`config.mk`:
```
export PLATFORM = sky130hd
export DESIGN_NAME = fetch_buffer
export DESIGN_NICKNAME = d
export VERILOG_FILES = /design/src/rtl/fetch_buffer.sv
export SDC_FILE = /design/constraint.sdc
export NUM_CORES = 1
export LEC_CHECK = 0
export ABC_AREA = 1
export BUFFER_PORTS_ARGS = -buffer_cell sky130_fd_sc_hd__buf_2
export CAP_MARGIN = 20
export CORE_ASPECT_RATIO = 0.8
export CORE_UTILIZATION = 63
export CTS_CLUSTER_DIAMETER = 40
export DETAILED_ROUTE_END_ITERATION = 8
export PLACE_DENSITY = 0.86
export SETUP_SLACK_MARGIN = 0.2
export SYNTH_ARGS = -nofsm -noshare
export SYNTH_HDL_FRONTEND = slang
export SYNTH_SLANG_ARGS = --single-unit
```
`constraint.sdc`:
```
create_clock -name clk -period 12.7 [get_ports clk]
set_input_delay 0 -clock clk [delete_from_list [all_inputs] [get_ports clk]]
set_output_delay 0 -clock clk [all_outputs]
set_load 0.03 [all_outputs]
```
`src/rtl/fetch_buffer.sv`:
```
// Instruction fetch buffer: a DEPTH-entry {pc, instr} FIFO with a single outstanding memory read.
// Optional statistics counters are enabled by defining FETCH_STATS_EN.
module fetch_buffer #(
  parameter int          DEPTH    = 4,
  parameter logic [31:0] RESET_PC = 32'h00000000
) (
  input  logic        clk,
  input  logic        reset,
  input  logic        redirect,
  input  logic [31:0] redirect_pc,
  input  logic        deq,
  output logic        valid,
  output logic [31:0] instr,
  output logic [31:0] pc,
  output logic [31:0] pcplus4,
  output logic        mem_req,
  output logic [31:0] mem_addr,
  input  logic        mem_ack,
  input  logic [31:0] mem_rdata
`ifdef FETCH_STATS_EN
  ,
  output logic [31:0] fetch_count,
  output logic [31:0] empty_cycles
`endif
);

  localparam int PTR_W = $clog2(DEPTH);
  localparam int CNT_W = PTR_W + 1;
  localparam logic [CNT_W-1:0] DEPTH_C = CNT_W'(DEPTH);

  logic [31:0] pc_mem_q    [DEPTH];
  logic [31:0] instr_mem_q [DEPTH];

  logic [PTR_W-1:0] wr_ptr_q, wr_ptr_d;
  logic [PTR_W-1:0] rd_ptr_q, rd_ptr_d;
  logic [CNT_W-1:0] count_q, count_d;
  logic [31:0]      fetch_pc_q, fetch_pc_d;
  logic [31:0]      req_addr_q, req_addr_d;
  logic             inflight_q, inflight_d;
  logic             discard_q, discard_d;

  logic ack_fire;
  logic wr_en;
  logic pop;

  assign valid   = (count_q != '0);
  assign instr   = valid ? instr_mem_q[rd_ptr_q] : '0;
  assign pc      = valid ? pc_mem_q[rd_ptr_q] : '0;
  assign pcplus4 = valid ? pc_mem_q[rd_ptr_q] + 32'd4 : '0;

  // An in-flight read holds its address; a new one issues only when its slot is guaranteed.
  assign mem_req  = ~reset & (inflight_q | (count_q < DEPTH_C));
  assign mem_addr = inflight_q ? req_addr_q : fetch_pc_q;

  assign ack_fire = mem_req & mem_ack;
  assign wr_en    = ack_fire & ~discard_q & ~redirect;
  assign pop      = deq & valid & ~redirect;

  always_comb begin
    wr_ptr_d   = wr_ptr_q;
    rd_ptr_d   = rd_ptr_q;
    count_d    = count_q;
    fetch_pc_d = fetch_pc_q;
    discard_d  = discard_q;
    inflight_d = mem_req & ~mem_ack;
    req_addr_d = mem_addr;

    if (wr_en) begin
      wr_ptr_d   = wr_ptr_q + 1'b1;
      fetch_pc_d = mem_addr + 32'd4;
    end
    if (pop) begin
      rd_ptr_d = rd_ptr_q + 1'b1;
    end
    case ({wr_en, pop})
      2'b10:   count_d = count_q + 1'b1;
      2'b01:   count_d = count_q - 1'b1;
      default: count_d = count_q;
    endcase
    if (ack_fire) begin
      discard_d = 1'b0;
    end

    // A redirect flushes everything; a read still outstanding afterwards returns stale data.
    if (redirect) begin
      wr_ptr_d   = '0;
      rd_ptr_d   = '0;
      count_d    = '0;
      fetch_pc_d = redirect_pc;
      discard_d  = mem_req & ~mem_ack;
    end
  end

  always_ff @(posedge clk) begin
    if (reset) begin
      wr_ptr_q   <= '0;
      rd_ptr_q   <= '0;
      count_q    <= '0;
      fetch_pc_q <= RESET_PC;
      req_addr_q <= RESET_PC;
      inflight_q <= 1'b0;
      discard_q  <= 1'b0;
    end else begin
      wr_ptr_q   <= wr_ptr_d;
      rd_ptr_q   <= rd_ptr_d;
      count_q    <= count_d;
      fetch_pc_q <= fetch_pc_d;
      req_addr_q <= req_addr_d;
      inflight_q <= inflight_d;
      discard_q  <= discard_d;
    end
  end

  always_ff @(posedge clk) begin
    if (wr_en) begin
      pc_mem_q[wr_ptr_q]    <= mem_addr;
      instr_mem_q[wr_ptr_q] <= mem_rdata;
    end
  end

`ifdef FETCH_STATS_EN
  logic [31:0] fetch_count_q, fetch_count_d;
  logic [31:0] empty_cycles_q, empty_cycles_d;

  always_comb begin
    fetch_count_d  = fetch_count_q + {31'b0, wr_en};
    empty_cycles_d = empty_cycles_q + {31'b0, ~valid};
  end

  always_ff @(posedge clk) begin
    if (reset) begin
      fetch_count_q  <= '0;
      empty_cycles_q <= '0;
    end else begin
      fetch_count_q  <= fetch_count_d;
      empty_cycles_q <= empty_cycles_d;
    end
  end

  assign fetch_count  = fetch_count_q;
  assign empty_cycles = empty_cycles_q;
`endif

endmodule

```
==> flow_summary.yaml, run 1 <==
worst_setup_path:
  reg2regPathDepth: 10
  cp_max_fo: 77
  setup.worst_path.class: "reg -> out"
  startpoint_type: "flop"
  r2r_setup_slack_ps: 9340
  cp.arrival_ps: 4340
  endpoint_kind: "primary output"
  crit_required_ps: 12700
clock_network:
  cts_max_path_buffers: 3
  cts.sinks: 331
  cts-root-buf: "clkbuf_16"
  cts_made_buffers: 34
  cts_tree: "done"
  htreeDepth: 2
  post_cts_buffers: 0
  insertion_delay_ps: 520
  cts.clk_slew.worst_paths_ps: 60
global_route:
  grt_usage: 0.3529
  grt_max_degree: 104
  overflow: 0
  grt_first_pass_wirelength_um: 67650
  antenna_found_initial: 0
  grt_pass1_vias: 12620
synth:
  synth_cell_types: 31
  synthSimpleGateAreaFrac: 0.2705
  synth_top_family_by_area: "simple AND/OR/NAND/NOR gates"
  synth.mux.area_fraction: 0
  yosysWarnings: 0
  synth_xor_area_frac: 0.004559
  synth_largest_area_cell: "edfxtp_1"
  synth_seq_area_share: 0.5979
  yosysTopAreaCellShare: 0.5002
  synth_cells: 1789
  syn-num-nets: 1866
  syn_area_per_cell_um2: 8.591
  netlist_area_mm2: 0.01537
  ys_ff_latch: 331
  synth_fa_ha_area_frac: 0.007002
  synth_compound_area_frac: 0.06399
  synthTopCellsByArea: "edfxtp_1, nand2_1, dfxtp_1, nor2_1, nand3_1"
timing:
  tns_ps: 0
  max_slew_margin: 0.2740
  worst_pin_slew_ps: 1088
  fmax_mhz: 230.4
  fin_crit_sh: 0.3418
  hold_violations: 0
  finalSetupViolCount: 0
  fin_crit_ps: 4340
  holdWs_ps: 84.75
  clock-skew-final_ps: 18.22
  final_max_slew_viol_count: 0
  rsz0062_at_grt: "no"
detailed_routing:
  drt_iter0_markers: 1885
  drt-pass1-iter-count: 5
  drc: 0
  vias: 13490
  final_antenna_net_count: 0
  viasPerCell: 5.723
  wire_per_inst_um: 18.63
  wl_um: 43910
finish:
  area_growth_syn_to_layout_pct: 18.63
  drive_above_1_share: 0.1428
  antenna_cells: 0
  fill_cells: 1535
  num-nets-final: 2099
outcome:
  run_status: "complete, no violations"
power:
  switching_share: 0.2428
  seqPwrFrac: 0.498
  power_per_cell_area_mw_per_mm2: 131.5
  clockPowerShare: 0.415
  p_comb_frac: 0.086
  p_int_mw: 1.815
  p_leak_nw: 7.754
  p_sw_uw: 582.0
  ir_drop_mv: 0.09795
floorplanning:
  die_x_um: 176.6
  core_area_mm2: 0.02365
  die_h_um: 141.7
  num_rows: 50
  dieArea_mm2: 0.02503
  ios: 199
  start_util: 0.6499
flow_run:
  maxCapViolations: 0
min_path:
  hold_depth: 3
  min_path_type: "in -> reg"
placed_design:
  place_congestion: 1.012
  io_buffer_count: 198
  dpl.hpwl_um: 26400
-- cell families (layout without fill, tap and decap cells) --
logic type / after synthesis / in the layout
XOR/XNOR: 8 / 8
AND/OR/NAND/NOR: 1049 / 1049
adder cells (fa/ha/maj): 8 / 8
buffers and inverters: 201 / 457
flip-flops: 331 / 331
AO/OA/AOI/OAI: 192 / 192
-- worst max-delay path, stage by stage, from the launching register on --
cell and delay (ps):
dfxtp_4 450, inv_2 610, buf_4 730, nand2_1 120
nand3_1 110, nand2_1 120, inv_1 140, ha_1 200
inv_1 70, nor2_2 190, nand2_1 130, nor2_2 240
nand2_1 160, nor2_1 160, nand2_1 70, nor2_1 90
nor2_1 50, buf_2 170
-- power by group through the flow --
stage          registers (mW)  clock network, mW  logic (mW)
6_report                 1.19              0.995       0.207
5_1_grt                  1.20               1.04       0.222
4_1_cts                  1.19              0.986       0.201
3_5_place_dp             1.22                  0       0.182
3_3_place_gp             1.22                  0       0.178
2_1_floorplan            1.22                  0       0.121
-- layout by cell type, fill, tap and decap left out, types with 2 or more instances in the layout --
cell / instances
nor2_1: 320
a21oi_1: 76
nand4_1: 8
or2_2: 3
dlygate4sd3_1: 66
edfxtp_1: 256
buf_4: 12
clkinvlp_2: 2
inv_6: 4
dfxtp_1: 73
xor2_1: 8
clkinv_4: 2
nand2_2: 3
nor2_4: 5
bufinv_16: 3
clkinv_2: 4
inv_1: 118
clkbuf_1: 7
o21ai_1: 3
a31oi_1: 13
inv_2: 3
o21ai_0: 98
buf_2: 198
nand3_1: 104
nor2_2: 11
ha_1: 7
and2_1: 3
clkbuf_16: 34
nand2_1: 588
-- state kept, by name (all words and copies together) (netlist names), named ones only --
register	count
inflight_q	1
fetch_pc_q	32
rd_ptr_q	2
wr_ptr_q	2
instr_mem_q	128
discard_q	1
pc_mem_q	128
req_addr_q	32
count_q	3
-- area by class of cell --
cell class / count / area (um^2) / area share
multi-input combinational: 1257 / 5354 / 0.2937
tap: 312 / 390.4 / 0.02141
clock inverter: 17 / 200.2 / 0.01098
sequential: 331 / 9194 / 0.5043
timing repair buffer: 276 / 1742 / 0.09553
clock buffer: 42 / 890.9 / 0.04886
inverter: 122 / 460.4 / 0.02526
-- final timing paths --
path                                   endpoint           from
worst max-delay path                pcplus4[20]           flop
worst min-delay path             fetch_pc_q[15]       redirect
worst max register to register  pc_mem_q[2][20]     inflight_q
worst min register to register    req_addr_q[4]  req_addr_q[4]
-- synthesized netlist by cell type --
master	instances
nor3_1	2
inv_2	3
and2_1	3
nand2_1	588
edfxtp_1	256
a32oi_1	1
nor2_1	324
nand3_1	104
clkbuf_1	31
fa_1	1
a211oi_1	1
buf_2	23
buf_6	4
buf_1	9
nor2_4	1
dfxtp_1	75
a21oi_1	76
nand4_1	8
o21ai_0	98
buf_4	12
a31oi_1	13
nand3b_1	1
inv_4	1
or2_2	3
nand3_2	1
o21ai_1	3
xor2_1	8
inv_1	118
nand2_2	3
ha_1	7
nor2_2	11
-- layer usage --
layer	global-route usage	wire, um	share of wire	vias to the layer above
li1	-	-	-	6302
met1	0.4957	17550	0.40	6200
met2	0.5635	20420	0.47	896
met3	0.05493	4817	0.11	91
met4	0.1211	1119	0.025	0
met5	0	0	0	-
-- through the flow --
| step | instance area [um^2] | util | total power [mW] | setup slack [ps] | std cells |
|---|---|---|---|---|---|
| after floorplan | 15370 | - | 1.337 | 8483 | 1789 |
| after global placement | 16480 | 0.6969 | 1.395 | 9130 | 2232 |
| after detailed placement | 16480 | 0.6969 | 1.400 | 8979 | 2232 |
| after CTS | 18230 | 0.7710 | 2.381 | 8394 | 2357 |
| after global routing | 18230 | 0.7710 | 2.458 | 7978 | 2357 |
| final | 18230 | 0.7710 | 2.397 | 8360 | 2357 |
-- what timing repair did --
item	in CTS	in global routing
hold endpoints to repair	167	0
resized for setup	0	0
hold buffers	66	0
No activity file was read; power rests on OpenSTA's default activity.
==> run 2: changes to the inputs <==
Settings changed: CORE_UTILIZATION 63 to 58, PLACE_DENSITY 0.86 to 0.8.
Clock period 12.7 ns to 4.03 ns, I/O delays scaled along.
==> flow_summary.yaml, run 2 (synthesized netlist as in run 1, its figures left out) <==
flow_run:
  maxCapViolations: 0
worst_setup_path:
  setup.worst_path.class: "reg -> out"
  crit_required_ps: 4030
  startpoint_type: "flop"
  worstReg2RegStart: "inflight_q"
  cp.arrival_ps: 3400
  cp_max_fo: 65
  endpoint_kind: "primary output"
power:
  power_per_cell_area_mw_per_mm2: 401.9
  p_leak_nw: 7.786
  ir_drop_mv: 0.3226
global_route:
  grt_usage: 0.3039
  overflow: 0
  grt_first_pass_wirelength_um: 63850
  antenna_found_initial: 0
  grt_pass1_vias: 12360
  grt_max_degree: 83
clock_network:
  cts_tree: "done"
  cts_max_path_buffers: 3
  insertion_delay_ps: 520
  cts_made_buffers: 35
  cts-root-buf: "clkbuf_16"
  cts.sinks: 331
  htreeDepth: 2
  post_cts_buffers: 0
  cts.clk_slew.worst_paths_ps: 60
finish:
  antenna_cells: 0
  design_area_mm2: 0.01837
  area_growth_syn_to_layout_pct: 19.53
  layout_commonest_cell: "nand2_1"
  drive_above_1_share: 0.1433
  num-nets-final: 2109
  reg.largest.list: "instr_mem_q: 128 flops, pc_mem_q: 128 flops"
  fin_cells: 2410
  mostFrequentLayoutCells: "nand2_1, nor2_1, edfxtp_1"
timing:
  tns_ps: 0
  fin_crit_sh: 0.8432
  final_max_slew_viol_count: 0
  max_slew_margin: 0.3796
  finalSetupViolCount: 0
  clock-skew-final_ps: 14.86
  hold_violations: 0
  layout_setup_ws_ps: 631.8
  fin_crit_ps: 3398
  fmax_mhz: 294.3
  rsz0062_at_grt: "no"
  worst_pin_slew_ps: 930.6
detailed_routing:
  drt-pass1-iter-count: 5
  viasPerCell: 5.480
  drt_iter0_markers: 1379
  vias: 13210
  wire_per_inst_um: 17.14
  drc: 0
  wl_um: 41300
  final_antenna_net_count: 0
floorplanning:
  start_util: 0.5995
  num_rows: 52
  core_area_mm2: 0.02563
  ios: 199
  die_x_um: 184.0
  die_h_um: 147.6
  dieArea_mm2: 0.02716
placed_design:
  place_congestion: 1.003
  preCtsSetupSlack_ps: 892.3
  io_buffer_count: 198
  placed_cell_area_mm2: 0.01660
  dpl.hpwl_um: 26270
  dp.cells: 2276
min_path:
  hold_path.startpoint: "redirect"
  min_path_type: "in -> reg"
outcome:
  run_status: "complete, no violations"
==> run 2: cell count changes in the layout (fill, tap and decap cells not counted), sizes merged <==
cell	change
clkinv	+7
buf	+6
inv	-1
clkinvlp	+2
bufinv	-3
dlygate4sd3	+3
==> run 2: what timing repair did <==
action,CTS,global route
endpoints found under the setup margin,0,10
resized for setup,0,3
endpoints found under the hold margin,167,0
hold buffers,69,0
==> run 2: power breakdown <==
| part | switching (mW) | leakage (nW) | internal, mW | total [mW] |
|---|---|---|---|---|
| registers | 0.0234 | 2.89 | 3.74 | 3.77 |
| logic | 0.454 | 4.38 | 0.192 | 0.646 |
| clock network | 1.32 | 0.506 | 1.65 | 2.97 |
| total | 1.79 | 7.79 | 5.59 | 7.38 |
==> run 2: critical path: stages, from the launching register on <==
cell     delay [ps]
dfxtp_4         540
inv_6           380
nand2_1         110
nand3_1          90
nand2_1         100
inv_1           130
ha_1            220
inv_1            80
nor2_2          170
nand2_1         120
nor2_2          220
nand2_1         150
o21ai_0         170
nand3_1          80
inv_1            80
buf_2           190
==> run 2: routing by layer <==
| metal | routed length (um) | GRT usage |
|---|---|---|
| met3 | 4061 | 0.05469 |
| met1 | 17600 | 0.4336 |
| met5 | 0 | 0 |
| met4 | 685 | 0.08042 |
| met2 | 18950 | 0.4824 |
==> run 2: final cells by class <==
type | instances | area (um^2)
Tap cell | 351 | 439.2
Clock inverter | 22 | 132.6
Multi-Input combinational cell | 1257 | 5354
Clock buffer | 42 | 923.4
Fill cell | 1903 | 7264
Timing Repair Buffer | 285 | 1862
Sequential cell | 331 | 9194
Inverter | 122 | 465.4
==> run 2: path summary, 6_finish.rpt <==
path,depth (start not counted),end,slack [ps]
max,15,pcplus4[18],630
min,3,fetch_pc_q[15],60
max reg2reg,9,pc_mem_q[2][24],1300
min reg2reg,2,req_addr_q[11],480
==> run 2: stage by stage <==
step	total power, mW	utilization	hold WS (ps)
2_1_floorplan	4.214	-	72.38
3_3_place_gp	4.397	0.6477	184.3
3_5_place_dp	4.413	0.6477	188.9
4_1_cts	7.379	0.7158	46.84
5_1_grt	7.585	0.7166	85.37
6_report	7.382	0.7166	64.20
==> run 3: changes to the inputs <==
Settings changed: ABC_AREA 1 to 0, CORE_UTILIZATION 58 to 57, PLACE_DENSITY 0.8 to 0.79.
Clock period 4.03 ns to 3.22 ns, I/O delays scaled along.
==> flow_summary.yaml, run 3 <==
clock_network:
  cts_max_path_buffers: 3
  htreeDepth: 2
  cts_tree: "done"
  insertion_delay_ps: 530
  cts.clk_slew.worst_paths_ps: 70
  cts_made_buffers: 37
  cts.sinks: 331
  cts-root-buf: "clkbuf_16"
synth:
  netlist_area_mm2: 0.01427
  syn-num-nets: 1062
  synthFlopType: "edfxtp_1"
  synthArstFlopShare: 0
  synthTopCellsByArea: "edfxtp_1, dfxtp_1, mux4_2, and2_1, nor2_1"
  synth_fa_ha_area_frac: 0.007538
  synth_cell_types: 58
  synth_largest_area_cell: "edfxtp_1"
  synth.mux.area_fraction: 0.1304
  synth_top_family_by_area: "multiplexers"
  synth_compound_area_frac: 0.03708
  synth_cells: 985
  synth.most_common_cell: "edfxtp_1"
  synth_xor_area_frac: 0.03375
  synthTopCellsByCount: "edfxtp_1, nor2_1, and2_1"
  synth_seq_area_share: 0.6437
  yosysTopAreaCellShare: 0.5385
  synthSimpleGateAreaFrac: 0.1189
  syn_area_per_cell_um2: 14.49
  ys_ff_latch: 331
  yosysWarnings: 0
  synth_edf_count: 256
power:
  p_leak_nw: 6.638
  ir_drop_mv: 0.3525
  p_total_mw: 9.834
  power_per_cell_area_mw_per_mm2: 554.1
floorplanning:
  num_rows: 51
  core_area_mm2: 0.02444
  start_util: 0.5841
  die_x_um: 178.9
  ios: 199
  dieArea_mm2: 0.02568
  die_h_um: 143.5
detailed_routing:
  final_antenna_net_count: 0
  drt_iter0_markers: 845
  wire_per_inst_um: 21.35
  vias: 9453
  wl_um: 34470
  drc: 0
  drt-pass1-iter-count: 5
  viasPerCell: 5.857
placed_design:
  dpl.hpwl_um: 21660
  dp.cells: 1475
  place_congestion: 0.8805
  io_buffer_count: 198
finish:
  final-seq-area_mm2: 0.009200
  area_growth_syn_to_layout_pct: 24.31
  drive_above_1_share: 0.2994
  fill_cells: 1535
  reg.largest.list: "instr_mem_q: 128 flops, pc_mem_q: 128 flops"
  multi_input_area_mm2: 0.004700
  mostFrequentLayoutCells: "edfxtp_1, buf_2, nor2_1"
  num-nets-final: 1344
  antenna_cells: 0
  layout_commonest_cell: "edfxtp_1"
  fin_cells: 1614
min_path:
  hold_path.startpoint: "redirect"
  hold_depth: 4
  whs_endpoint: "rd_ptr_q[0]"
  min_path_type: "in -> reg"
worst_setup_path:
  setup.worst_path.class: "reg -> out"
  cp_max_fo: 18
  worstReg2RegStart: "inflight_q"
  crit_required_ps: 3220
  endpoint_kind: "primary output"
  cp.arrival_ps: 2910
  r2r_setup_slack_ps: 490
  reg2regPathDepth: 7
  reg2reg_to: "fetch_pc_q[18]"
  startpoint_type: "flop"
global_route:
  overflow: 0
  antenna_found_initial: 0
  grt_first_pass_wirelength_um: 51400
  grt_pass1_vias: 9115
  grt_usage: 0.2692
  grt_max_degree: 61
outcome:
  run_status: "complete, no violations"
timing:
  tns_ps: 0
  worst_pin_slew_ps: 632.7
  finalSetupViolCount: 0
  final_max_slew_viol_count: 0
  fin_crit_ps: 2909
  hold_violations: 0
  clock-skew-final_ps: 18.86
  max_slew_margin: 0.5782
  fin_crit_sh: 0.9034
  rsz0062_at_grt: "yes"
  fmax_mhz: 343.8
flow_run:
  maxCapViolations: 0
==> run 3: power by group <==
part / switching [mW] / total [mW] / internal [mW]
clock: 1.70 / 4.39 / 2.70
combinational: 0.446 / 0.704 / 0.258
sequential: 0.0460 / 4.73 / 4.69
==> run 3: logic make-up after synthesis <==
| family | count (synthesis) |
|---|---|
| XOR/XNOR | 55 |
| buffers and inverters | 88 |
| adder cells (fa/ha/maj) | 8 |
| multiplexers | 104 |
| AND/OR/NAND/NOR | 315 |
| flip-flops | 331 |
| AO/OA/AOI/OAI | 84 |
==> run 3: layer usage <==
layer,vias up,share of wire,global-route usage
met5,-,0,0
met3,56,0.083,0.04762
met2,486,0.46,0.4117
met1,4670,0.43,0.3971
met4,0,0.021,0.07939
li1,4241,-,-
==> run 3: worst max path at each step <==
stage,startpoint,end,slack [ps],cells after the start
3_5_place_dp,inflight_q,fetch_pc_q[18],440,7
5_1_grt,flop,pcplus4[31],190,9
2_1_floorplan,inflight_q,fetch_pc_q[18],260,10
4_1_cts,flop,pcplus4[31],230,8
6_report,flop,pcplus4[31],310,9
3_3_place_gp,inflight_q,fetch_pc_q[18],550,7
==> run 3: metrics by stage <==
step	util	hold WS [ps]	setup slack (ps)	area, um^2
final	0.7261	44.78	311.2	17750
after global routing	0.7261	49.64	188.3	17750
after CTS	0.7241	20.61	225.9	17700
after detailed placement	0.6436	216.8	438.9	15730
after global placement	0.6436	206.6	547.0	15730
after floorplan	-	79.31	262.4	14280
==> run 3: final cells by class <==
cell class / instances / area share
multi-input combinational: 566 / 0.2648
tap: 318 / 0.02242
timing repair buffer: 298 / 0.1143
inverter: 33 / 0.007192
sequential: 331 / 0.5184
clock inverter: 18 / 0.01206
clock buffer: 50 / 0.06078
==> run 3: timing repair <==
| action | 4_1_cts | 5_1_grt |
|---|---|---|
| setup endpoints to repair | 12 | 18 |
| setup buffers | 2 | 4 |
| resized for setup | 0 | 4 |
| endpoints found under the hold margin | 162 | 0 |
| pin swaps | 1 | 0 |
| hold buffers | 65 | 0 |
==> run 3: critical path, stage by stage (launching register included) <==
cell,delay (ps)
dfxtp_4,490
buf_12,210
mux4_2,320
nand3_1,160
nor4_1,270
buf_4,180
nand3_1,90
or3_1,310
a21oi_1,140
buf_2,210
